<file path="config.mk">
export PLATFORM = sky130hd
export DESIGN_NAME = id_ex_stage
export DESIGN_NICKNAME = d
export VERILOG_FILES = /design/src/rtl/id_ex_stage.sv
export SDC_FILE = /design/constraint.sdc
export NUM_CORES = 1
export LEC_CHECK = 0
export BUFFER_PORTS_ARGS = -buffer_cell sky130_fd_sc_hd__buf_4
export CORE_AREA = 4 4 148 150
export CTS_BUF_LIST = sky130_fd_sc_hd__clkbuf_4
export CTS_CLUSTER_DIAMETER = 120
export DETAILED_ROUTE_END_ITERATION = 10
export DIE_AREA = 0 0 152 154
export HOLD_SLACK_MARGIN = 0.03
export PLACE_DENSITY = 0.69
export REMOVE_ABC_BUFFERS = 1
export SYNTH_ARGS = -nofsm -noshare
export SYNTH_HDL_FRONTEND = slang
export SYNTH_SLANG_ARGS = --single-unit
</file>
<file path="constraint.sdc">
create_clock -name clk_i -period 4.44 [get_ports clk_i]
set_input_delay 0.222 -clock clk_i [delete_from_list [all_inputs] [get_ports clk_i]]
set_output_delay 0.222 -clock clk_i [all_outputs]
set_load 0.01 [all_outputs]
</file>
<file path="src/rtl/id_ex_stage.sv">
// ID/EX pipeline register with forwarding, operand select and ALU control.
// Also raises the load-use hazard request toward the hazard unit.
module id_ex_stage #(
  parameter int D_WIDTH = 32,
  parameter int R_ADDR  = 5
) (
  input  logic               clk_i,
  input  logic               rst_i,
  input  logic               stall_i,
  input  logic               flush_i,
  input  logic               id_valid_i,
  input  logic [6:0]         id_opcode_i,
  input  logic [2:0]         id_funct3_i,
  input  logic               id_funct7b5_i,
  input  logic [R_ADDR-1:0]  id_rs1_i,
  input  logic [R_ADDR-1:0]  id_rs2_i,
  input  logic [R_ADDR-1:0]  id_rd_i,
  input  logic [D_WIDTH-1:0] id_rs1_data_i,
  input  logic [D_WIDTH-1:0] id_rs2_data_i,
  input  logic [D_WIDTH-1:0] id_imm_i,
  input  logic [D_WIDTH-1:0] id_pc_i,
  input  logic               exm_regwrite_i,
  input  logic [R_ADDR-1:0]  exm_rd_i,
  input  logic [D_WIDTH-1:0] exm_result_i,
  input  logic               mwb_regwrite_i,
  input  logic [R_ADDR-1:0]  mwb_rd_i,
  input  logic [D_WIDTH-1:0] mwb_data_i,
  output logic [D_WIDTH-1:0] oprnd1_o,
  output logic [D_WIDTH-1:0] oprnd2_o,
  output logic [3:0]         alu_ctrl_o,
  output logic [D_WIDTH-1:0] store_data_o,
  output logic               ex_valid_o,
  output logic [R_ADDR-1:0]  ex_rd_o,
  output logic               ex_regwrite_o,
  output logic [6:0]         ex_opcode_o,
  output logic [2:0]         ex_funct3_o,
  output logic               load_use_o
);

  localparam logic [6:0] OP_LUI    = 7'b0110111;
  localparam logic [6:0] OP_AUIPC  = 7'b0010111;
  localparam logic [6:0] OP_JAL    = 7'b1101111;
  localparam logic [6:0] OP_JALR   = 7'b1100111;
  localparam logic [6:0] OP_BRANCH = 7'b1100011;
  localparam logic [6:0] OP_LOAD   = 7'b0000011;
  localparam logic [6:0] OP_STORE  = 7'b0100011;
  localparam logic [6:0] OP_IMM    = 7'b0010011;
  localparam logic [6:0] OP_REG    = 7'b0110011;
  localparam int SH = $clog2(D_WIDTH);

  typedef struct packed {
    logic               valid;
    logic [6:0]         opcode;
    logic [2:0]         funct3;
    logic               funct7b5;
    logic [R_ADDR-1:0]  rs1;
    logic [R_ADDR-1:0]  rs2;
    logic [R_ADDR-1:0]  rd;
    logic [D_WIDTH-1:0] rs1_data;
    logic [D_WIDTH-1:0] rs2_data;
    logic [D_WIDTH-1:0] imm;
    logic [D_WIDTH-1:0] pc;
  } id_ex_t;

  id_ex_t q;

  always_ff @(posedge clk_i or posedge rst_i) begin
    if (rst_i) begin
      q <= '0;
    end else if (flush_i) begin
      q.valid <= 1'b0;
    end else if (!stall_i) begin
      q.valid    <= id_valid_i;
      q.opcode   <= id_opcode_i;
      q.funct3   <= id_funct3_i;
      q.funct7b5 <= id_funct7b5_i;
      q.rs1      <= id_rs1_i;
      q.rs2      <= id_rs2_i;
      q.rd       <= id_rd_i;
      q.rs1_data <= id_rs1_data_i;
      q.rs2_data <= id_rs2_data_i;
      q.imm      <= id_imm_i;
      q.pc       <= id_pc_i;
    end
  end

  logic is_lui, is_auipc, is_jal, is_jalr;
  logic is_br, is_ld, is_st, is_opi, is_op;

  assign is_lui   = q.opcode == OP_LUI;
  assign is_auipc = q.opcode == OP_AUIPC;
  assign is_jal   = q.opcode == OP_JAL;
  assign is_jalr  = q.opcode == OP_JALR;
  assign is_br    = q.opcode == OP_BRANCH;
  assign is_ld    = q.opcode == OP_LOAD;
  assign is_st    = q.opcode == OP_STORE;
  assign is_opi   = q.opcode == OP_IMM;
  assign is_op    = q.opcode == OP_REG;

  // x0 never forwards; EX/MEM is younger so it wins over MEM/WB
  logic exm_hit1, exm_hit2, mwb_hit1, mwb_hit2;
  logic [D_WIDTH-1:0] fwd1, fwd2, op2_raw;

  assign exm_hit1 = exm_regwrite_i && exm_rd_i != '0 && exm_rd_i == q.rs1;
  assign exm_hit2 = exm_regwrite_i && exm_rd_i != '0 && exm_rd_i == q.rs2;
  assign mwb_hit1 = mwb_regwrite_i && mwb_rd_i != '0 && mwb_rd_i == q.rs1;
  assign mwb_hit2 = mwb_regwrite_i && mwb_rd_i != '0 && mwb_rd_i == q.rs2;

  assign fwd1 = exm_hit1 ? exm_result_i :
                mwb_hit1 ? mwb_data_i   : q.rs1_data;
  assign fwd2 = exm_hit2 ? exm_result_i :
                mwb_hit2 ? mwb_data_i   : q.rs2_data;

  always_comb begin
    oprnd1_o = fwd1;
    unique case (1'b1)
      is_lui:                     oprnd1_o = '0;
      is_auipc, is_jal, is_jalr: oprnd1_o = q.pc;
      default: ;
    endcase
  end

  always_comb begin
    op2_raw = q.imm;
    unique case (1'b1)
      is_op, is_br:    op2_raw = fwd2;
      is_jal, is_jalr: op2_raw = D_WIDTH'(4);
      default: ;
    endcase
  end

  // shift amount uses only the low bits of operand 2
  assign oprnd2_o = ((is_op || is_opi) && q.funct3[1:0] == 2'b01) ?
                    {{(D_WIDTH-SH){1'b0}}, op2_raw[SH-1:0]} : op2_raw;

  always_comb begin
    alu_ctrl_o = 4'b0000;
    unique case (1'b1)
      is_op:  alu_ctrl_o = {q.funct3, q.funct7b5};
      is_opi: alu_ctrl_o = {q.funct3,
                            q.funct7b5 && q.funct3 == 3'b101};
      is_br: begin
        unique case (q.funct3[2:1])
          2'b00:   alu_ctrl_o = 4'b0001;
          2'b10:   alu_ctrl_o = 4'b0100;
          2'b11:   alu_ctrl_o = 4'b0110;
          default: alu_ctrl_o = 4'b0000;
        endcase
      end
      default: ;
    endcase
  end

  assign store_data_o  = fwd2;
  assign ex_valid_o    = q.valid;
  assign ex_rd_o       = q.rd;
  assign ex_opcode_o   = q.opcode;
  assign ex_funct3_o   = q.funct3;
  assign ex_regwrite_o = q.valid && q.rd != '0 && !is_st && !is_br;

  assign load_use_o = q.valid && is_ld && q.rd != '0 && id_valid_i &&
                      (q.rd == id_rs1_i || q.rd == id_rs2_i);

endmodule

</file>
==> reports/qor.yml <==
rsz0062_at_grt: "no"
cp.required_ns: 4.22
reg2reg_slack_ns: 3.17
final_area_um2: 13180
wire_per_inst_um: 21.08
cts_sinks: 155
worst_setup_path_start_kind: "register"
max_freq_mhz: 292.4
async_reset_ff_share_pct: 100.0
min_from: "stall_i"
root_buffer: "clkbuf_4"
ys_top_cells_by_area: "dfrtp_1 45%, mux2_2 20%, mux2i_1 7.0%"
clockBufferDepth: 2
drcViolationCount: 0
grt_overflow: 0
multi_input_comb_area_um2: 4352
finalPower_mw: 4.044
post-cts-setup-buffers: 0
io_pins: 353
dp.cells: 1322
post-place-ws_ns: 1.678
place.port_buffers: 352
synth_ff_type: "dfrtp_1"
die_h_um: 154
cp_slowest_cell: "nand2_2"
layout-drive-gt1-share_pct: 45.71
finalNetCount: 1458
ys_ff_latch: 155
track_usage_pct: 26.52
timing.rr.start: "ex_valid_o"
ff_latch_area_um2: 3879
die_x_um: 152
grt_max_degree: 80
first_pass_iters: 5
min_to: "q[34]"
clk_pin_slew_ns: 0.14
cp_data_arrival_time_ns: 3.20
nFillCells: 1659
initial_core_util_pct: 41.33
maxSlewViolCount: 0
synth_top_area_share_pct: 45.36
peakVddDrop_mv: 0.1894
hold_viol: 0
dp_hpwl_um: 21100
grt_pass1_wl_um: 49810
cp_top_family: "simple AND/OR/NAND/NOR gates"
drtIter0Drc: 514
critical_path_class: "reg2out"
cts_resized: 0
yosys_warnings: 0
synth_cell_types: 48
finalNonFillerCells: 1513
cts_buffers: 17
critPathCaptureType: "output pin"
finalSetupViolCount: 0
layout_common_cells: "362 x buf_4, 157 x dlygate4sd3_1, 155 x dfrtp_1, 152 x mux2_2, 60 x mux2i_1"
antenna_found_initial: 2
path_buf_inv: 2
cts_tree: "yes"
syn_to_final_growth_pct: 54.11
relSlewSlack_pct: 27.63
synth-edff-count: 0
clk_latency_ns: 0.54
crit_chain: "nor2b_1 -> and2_1 -> o21ai_4 -> buf_4 -> nand2_2 -> o21ai_0 -> buf_4"
antenna_left: 0
fin_skew_ns: 0
dieArea_um2: 23410
max_cap_violations: 0
htree_levels: 4
critPathMaxFanout: 33
place_area_um2: 11330
finalWirelength_um: 31900
synthCells: 751
hp-class: "in2reg"
p_per_area_nw_per_um2: 306.9
viasPerCell: 5.545
fin_crit_sh_pct: 77.03
post-route-worst-setup-slack_ns: 1.020
leakage_nw: 5.622
crit_top_cell: "buf_4"
status: "completed"
hold_depth: 5
avgSynthCellArea_um2: 11.39
coreArea_um2: 20690
finalCriticalPeriod_ns: 3.420
vias: 8390
gp_congestion: 0.8893
netlist_area_um2: 8551
slowest_delay_ns: 0.55
tightest_slew_ns: 1.083
timing.rr.end: "ex_valid_o"
worstSetupStartpoint: "ex_opcode_o[6]"
synth_top_area_cell: "dfrtp_1"
r2r_cells: 3
ys_seq_area_share_pct: 45.36
final_common_cell: "buf_4"
rows: 53
grt_pass1_vias: 9072
hold_buffers: 157
## cells in the mapped netlist (2+ instances only)
master    number
dfrtp_1      155
mux2_2       152
mux2i_1       60
a32oi_1       59
o21ai_1       46
nor2_1        45
a21oi_1       37
clkbuf_1      30
o21ai_0       27
buf_4         18
xnor2_1       17
nand2_1       13
buf_2         12
xor2_1        12
a211oi_1       5
buf_6          5
nand3_1        5
o31a_1         5
inv_1          4
nand2b_1       3
nor3_1         3
or4_1          3
a31oi_1        2
and2_1         2
and3_1         2
buf_1          2
nand2_2        2
nand4_1        2
nor2b_1        2
nor4_1         2
or4_4          2
## kinds of logic (layout without fill, tap and decap cells)
kind of cell,count (synthesis),in the layout,share of synthesized area [%]
xor+xnor,29,29,2.970
compound gates,190,190,14.57
other cells,0,2,0
simple gates,94,94,5.531
buf+inv,71,556,4.522
mux,212,212,27.04
flops,155,155,45.36
## flip-flops by register name (all words and copies together) (netlist names)
register / flops
q: 139
ex_funct3_o: 3
ex_opcode_o: 7
ex_valid_o: 1
ex_rd_o: 5
## metal layers
metal  wire length (um)  vias to the layer above  part of all wire [%]  track usage, %
met5                  0                        -                     0               0
met2              16560                      424                    52           47.46
met1              12200                     4143                    38           31.16
met4                814                        0                   2.6           8.562
met3               2326                       65                   7.3           6.811
li1                   -                     3758                     -               -
## worst min-delay path: cells and delay by family
family | cells | cell delay (ns)
buffers and inverters | 2 | 0.37
and+or+nand+nor | 2 | 0.14
AOI/OAI and AO/OA | 1 | 0.09
## worst max-delay path by stage
stage / endpoint / cells past startpoint
after floorplan: ex_funct3_o[0] / 2
after global placement: oprnd2_o[1] / 8
after detailed placement: oprnd2_o[1] / 8
after CTS: oprnd1_o[12] / 7
after global routing: oprnd1_o[29] / 7
final: oprnd1_o[29] / 7
## power breakdown
group	switching, mW	internal [mW]
registers	0.151	1.62
clock network	0.581	0.296
logic	0.618	0.782
total	1.35	2.69
## final cells by class
class                      count  share of cell area (%)
multi-input combinational    525                   33.02
clock buffer                  18                   1.025
antenna                        2                 0.03798
tap                          275                   2.611
timing repair buffer         520                   32.70
inverter                       4                  0.1519
sequential                   155                   29.43
clock inverter                14                   1.016
## stage by stage
stage	util (%)	TNS [ns]	hold slack, ns
after floorplan	-	-483.17	0.2884
after detailed placement	54.77	0	0.4025
after CTS	63.67	0	0.2886
after global placement	54.77	0	0.4020
final	63.69	0	0.3334
after global routing	63.69	0	0.3446
Power figures use the tool's default switching activity.
